$ cat config.mk
export PLATFORM = sky130hd
export DESIGN_NAME = hazard_ctrl
export DESIGN_NICKNAME = d
export VERILOG_FILES = /design/src/rtl/hazard_pkg.sv /design/src/rtl/hazard_ctrl_sat_counter.sv /design/src/rtl/hazard_ctrl.sv
export SDC_FILE = /design/constraint.sdc
export NUM_CORES = 1
export LEC_CHECK = 0
export CORE_ASPECT_RATIO = 1.4
export CORE_UTILIZATION = 45
export CTS_BUF_LIST = sky130_fd_sc_hd__clkbuf_16
export DETAILED_ROUTE_END_ITERATION = 10
export GPL_TIMING_DRIVEN = 1
export HOLD_SLACK_MARGIN = 0.03
export PLACE_DENSITY = 0.88
export SLEW_MARGIN = 20
export SYNTH_ARGS = -nofsm -noshare
export SYNTH_HDL_FRONTEND = slang
export SYNTH_SLANG_ARGS = --single-unit
$ cat constraint.sdc
create_clock -name clk -period 5.3 [get_ports clk]
set_input_delay 0.53 -clock clk [delete_from_list [all_inputs] [get_ports clk]]
set_output_delay 0.53 -clock clk [all_outputs]
set_load 0.005 [all_outputs]
$ cat src/rtl/hazard_pkg.sv
// Shared types and constants for the pipeline hazard sequencer.
// State encoding: RUN = 0, MD_WAIT = 1.
package hazard_pkg;

  typedef enum logic {
    ST_RUN     = 1'b0,
    ST_MD_WAIT = 1'b1
  } state_e;

  localparam logic [4:0] X0 = 5'd0;

  // A load in EX feeding a source the ID instruction actually reads.
  // x0 is never a real dependency.
  function automatic logic load_use_hit(
    input logic       ex_load,
    input logic [4:0] ex_rd,
    input logic [4:0] rs1,
    input logic [4:0] rs2,
    input logic       use1,
    input logic       use2
  );
    return ex_load && (ex_rd != X0) &&
           ((use1 && (rs1 == ex_rd)) || (use2 && (rs2 == ex_rd)));
  endfunction

endpackage

$ cat src/rtl/hazard_ctrl_sat_counter.sv
// Saturating up-counter with synchronous clear; holds at all-ones instead of wrapping.
module sat_counter #(
  parameter int W = 16
) (
  input  logic         clk,
  input  logic         rst_n,
  input  logic         i_inc,
  input  logic         i_clr,
  output logic [W-1:0] o_cnt
);

  logic [W-1:0] r_cnt;

  always_ff @(posedge clk) begin
    if (!rst_n || i_clr)
      r_cnt <= '0;
    else if (i_inc && !(&r_cnt))
      r_cnt <= r_cnt + W'(1);
  end

  assign o_cnt = r_cnt;

endmodule

$ cat src/rtl/hazard_ctrl.sv
// Stall / bubble / flush sequencer for the 5-stage core, including the MUL/DIV
// launch-and-wait handshake with timeout abort.
module hazard_ctrl
  import hazard_pkg::*;
#(
  parameter int MD_TIMEOUT = 64,
  parameter int CNT_W      = 16
) (
  input  logic             clk,
  input  logic             rst_n,
  input  logic [4:0]       id_rs1,
  input  logic [4:0]       id_rs2,
  input  logic             id_use_rs1,
  input  logic             id_use_rs2,
  input  logic             id_ex_mem_read,
  input  logic [4:0]       id_ex_rd,
  input  logic             ex_md_valid,
  input  logic             ex_redirect,
  input  logic             dmem_busy,
  input  logic             md_done,
  output logic             md_start,
  output logic             md_abort,
  output logic             pc_write,
  output logic             if_id_write,
  output logic             if_id_flush,
  output logic             id_ex_write,
  output logic             id_ex_flush,
  output logic             ex_mem_write,
  output logic             ex_mem_bubble,
  output logic             mem_wb_write,
  output logic             md_timeout_err,
  output logic [CNT_W-1:0] stall_cycles
);

  localparam int TO_W = (MD_TIMEOUT > 2) ? $clog2(MD_TIMEOUT) : 1;
  localparam logic [TO_W-1:0] TO_LAST = TO_W'(MD_TIMEOUT - 1);

  state_e          r_state;
  logic [TO_W-1:0] r_to_cnt;
  logic            r_err;

  state_e w_next_state;
  logic   w_to_inc;
  logic   w_to_clr;
  logic   w_load_use;

  assign w_load_use = load_use_hit(id_ex_mem_read, id_ex_rd, id_rs1, id_rs2,
                                   id_use_rs1, id_use_rs2);

  always_comb begin
    md_start      = 1'b0;
    md_abort      = 1'b0;
    pc_write      = 1'b1;
    if_id_write   = 1'b1;
    if_id_flush   = 1'b0;
    id_ex_write   = 1'b1;
    id_ex_flush   = 1'b0;
    ex_mem_write  = 1'b1;
    ex_mem_bubble = 1'b0;
    mem_wb_write  = 1'b1;
    w_next_state  = r_state;
    w_to_inc      = 1'b0;
    w_to_clr      = 1'b0;

    if (dmem_busy) begin
      // Whole pipe holds, including MEM/WB; FSM and timeout are frozen in the ff.
      pc_write     = 1'b0;
      if_id_write  = 1'b0;
      id_ex_write  = 1'b0;
      ex_mem_write = 1'b0;
      mem_wb_write = 1'b0;
    end else if (r_state == ST_MD_WAIT) begin
      if (md_done) begin
        w_next_state = ST_RUN;
        w_to_clr     = 1'b1;
      end else if (r_to_cnt == TO_LAST) begin
        // Give up: cancel the unit and let the faulting op retire as a bubble.
        md_abort      = 1'b1;
        ex_mem_bubble = 1'b1;
        w_next_state  = ST_RUN;
        w_to_clr      = 1'b1;
      end else begin
        pc_write      = 1'b0;
        if_id_write   = 1'b0;
        id_ex_write   = 1'b0;
        ex_mem_write  = 1'b0;
        ex_mem_bubble = 1'b1;
        w_to_inc      = 1'b1;
      end
    end else if (ex_redirect) begin
      if_id_flush = 1'b1;
      id_ex_flush = 1'b1;
    end else if (w_load_use) begin
      pc_write    = 1'b0;
      if_id_write = 1'b0;
      id_ex_flush = 1'b1;
    end else if (ex_md_valid) begin
      md_start     = 1'b1;
      pc_write     = 1'b0;
      if_id_write  = 1'b0;
      id_ex_write  = 1'b0;
      ex_mem_write = 1'b0;
      w_next_state = ST_MD_WAIT;
      w_to_clr     = 1'b1;
    end
  end

  always_ff @(posedge clk) begin
    if (!rst_n) begin
      r_state  <= ST_RUN;
      r_to_cnt <= '0;
      r_err    <= 1'b0;
    end else if (!dmem_busy) begin
      r_state <= w_next_state;
      if (w_to_clr)
        r_to_cnt <= '0;
      else if (w_to_inc)
        r_to_cnt <= r_to_cnt + TO_W'(1);
      if (md_abort)
        r_err <= 1'b1;
    end
  end

  assign md_timeout_err = r_err;

  sat_counter #(.W(CNT_W)) u_stall_cnt (
    .clk   (clk),
    .rst_n (rst_n),
    .i_inc (~pc_write),
    .i_clr (1'b0),
    .o_cnt (stall_cycles)
  );

endmodule

==> out/results.ini <==
[status]
outcome = completed

[layout]
layout.nets = 257
syn_to_final_growth_pct = 41.0
drive_gt1_frac = 0.0478
final_core_util = 0.663
antenna_cells = 0

[synthesis]
synth_warnings = 0
syn_area_um2 = 1450
yosys_most_used_dff = dfxtp_1
synth_simple_gate_area_share = 0.288
synth_top_area_cell = dfxtp_1
synth.area.top_cells = dfxtp_1 33%, xnor2_1 6.0%, a21oi_1 5.2%
ys_seq_area_frac = 0.330
synthArstFlopShare = 0
synth_nets = 209
synth-seq-cells = 24
synth_xor_area_frac = 0.0663
synth-compound-area-share = 0.216
ys_top_cells_by_count = 24 x dfxtp_1, 18 x nor2_1, 15 x a21oi_1, 15 x nand2_1
synth_top_family_by_area = simple AND/OR/NAND/NOR gates
synth_edf_count = 0
synth.area.mux_share = 0.0207
netlist.area_leader.share = 0.330
yosysUniqueCellTypes = 44
yosysMostFrequentCell = dfxtp_1
synth_adder_area_share = 0.0172
syn_area_per_cell_um2 = 7.94
synth_cells = 183

[floorplan]
initial_core_util = 0.470
core_um2 = 3090
io_pins = 51
core.rowCount = 24
die_h_um = 69.3
die-area_um2 = 3470
die_x_um = 50.0

[global_route]
grt_max_degree = 28
antenna_found_initial = 0
grt_pass1_wl_um = 6120
grt_util_all_layers = 0.222
grt.overflow.total = 0
grt_pass1_vias = 1471

[pwr]
fin_total_pwr_w = 0.000480
switching_share = 0.218
pwr_density_cell_nw_per_um2 = 234
p_leak_nw = 0.698
pwr-share-comb = 0.156
p_clk_frac = 0.452
pwr-share-seq = 0.392
p_switching_w = 0.000104
peakVddDrop_mv = 0.255
intPower_w = 0.000376

[sta]
setup-tns-final_ps = 0
final_max_slew_viol_count = 0
hold_viol = 0
rsz0062_at_grt = no
period_share = 0.594
finClkSkew_ps = 6.16
worst_pin_slew_ps = 998
period_needed_ps = 3150
fmaxAchievable_mhz = 318
slew_headroom = 0.335
setup_viol = 0

[drt]
drt-initial-drc-count = 40
viasPerCell = 5.71
drc = 0
antenna_left = 0
drtPass1Iterations = 4
wl_per_cell_um = 14.1
vias = 1536
routed_wirelength_um = 3800

[clock_network]
cts_hold_buf = 0
clk_pin_slew_ps = 70
cts_buffers = 3
insertion_delay_ps = 260
post_cts_buffers = 0
cts_resized = 0
cts_tree = yes
clock_path_buffers = 2
cts-htree-levels = 1
cts-root-buf = clkbuf_16
clkSinkCount = 24

[critical_path]
r2r_slack_ps = 2790
worstPathArrival_ps = 2620
slowest_delay_ps = 570
crit_slowest_cell = or4_4
path_cells = clkdlybuf4s50_1 -> or4_4 -> o21ai_1 -> o211ai_1 -> nor3_1 -> clkdlybuf4s50_1
critPathCaptureType = output port
cp_common_cell = clkdlybuf4s50_1
crit_fanout = 3
crit_type = primary input to output port
cp-start-kind = primary input
cp_data_required_time_ps = 4770

[placed_design]
globalplace.congestion = 0.865
hpwl_um = 2850
io_buffers = 50

[job]
maxCapViolations = 0

[hold_path]
hold_class = register to register

[power groups by stage]
stage	Combinational, W	Clock (W)	Sequential (W)
after floorplan	0.0000404	0	0.000191
after global placement	0.0000738	0	0.000192
after detailed placement	0.0000753	0	0.000192
after CTS	0.0000758	0.000218	0.000188
after global routing	0.0000808	0.000227	0.000189
final	0.0000751	0.000217	0.000188
[layout make-up]
class | count | area [um^2]
fill | 254 | 1040
multi-input combinational | 144 | 885
clock inverter | 1 | 30.0
tap | 39 | 48.8
sequential | 24 | 480
clock buffer | 3 | 75.1
timing repair buffer | 50 | 500
inverter | 8 | 30.0
[worst max-delay path, delay by kind of cell]
family	cells	cell delay [ps]
AOI/OAI and AO/OA	2	350
buffers and inverters	2	1010
and+or+nand+nor	2	730
[state kept, by name (all words and copies together) (netlist names)]
name / count
r_state: 1
md_timeout_err: 1
u_stall_cnt.o_cnt: 16
r_to_cnt: 6
[metal layers]
metal / GRT usage / vias up / share of wire
li1: - / 760 / -
met1: 0.234 / 706 / 0.42
met2: 0.410 / 63 / 0.50
met3: 0.0395 / 7 / 0.068
met4: 0.0984 / 0 / 0.019
met5: 0 / - / 0
[cells by family (layout without fill, tap and decap cells)]
kind of cell / after synthesis / after routing
muxes: 3 / 3
adders and majority gates: 2 / 2
buffers and inverters: 15 / 62
and+or+nand+nor: 78 / 78
DFF: 24 / 24
xor gates and xnor gates: 11 / 11
AOI/OAI and AO/OA: 50 / 50
[final timing paths]
kind / startpoint / to / cells past startpoint
max: id_ex_rd[1] / md_start / 6
max reg2reg: u_stall_cnt.o_cnt[0]$_SDFFE_PN0P_ / u_stall_cnt.o_cnt[13]$_SDFFE_PN0P_ / 7
min reg2reg: r_to_cnt[5]$_SDFFE_PN0P_ / r_to_cnt[5]$_SDFFE_PN0P_ / 1
min: r_to_cnt[5]$_SDFFE_PN0P_ / r_to_cnt[5]$_SDFFE_PN0P_ / 1
[layout by cell type, fill, tap and decap left out, types with 4 or more instances in the layout]
cell type        Yosys  routed
clkdlybuf4s50_1      0      50
dfxtp_1             24      24
nor2_1              18      18
nand2_1             15      15
a21oi_1             15      15
nand3_1             10      10
xnor2_1             10      10
o21ai_1             10      10
or3_1                9       9
inv_1                8       8
nor3_1               6       6
o21ai_0              5       5
or4_1                4       4
[stage by stage]
stage	setup slack [ps]	instance area (um^2)	hold WS [ps]	std cells
after detailed placement	2140	1940	446	265
after global placement	2180	1940	441	265
after CTS	2140	2050	458	269
after global routing	2030	2050	488	269
after floorplan	3070	1450	422	183
final	2150	2050	461	269
No activity file was read; power rests on OpenSTA's default activity.
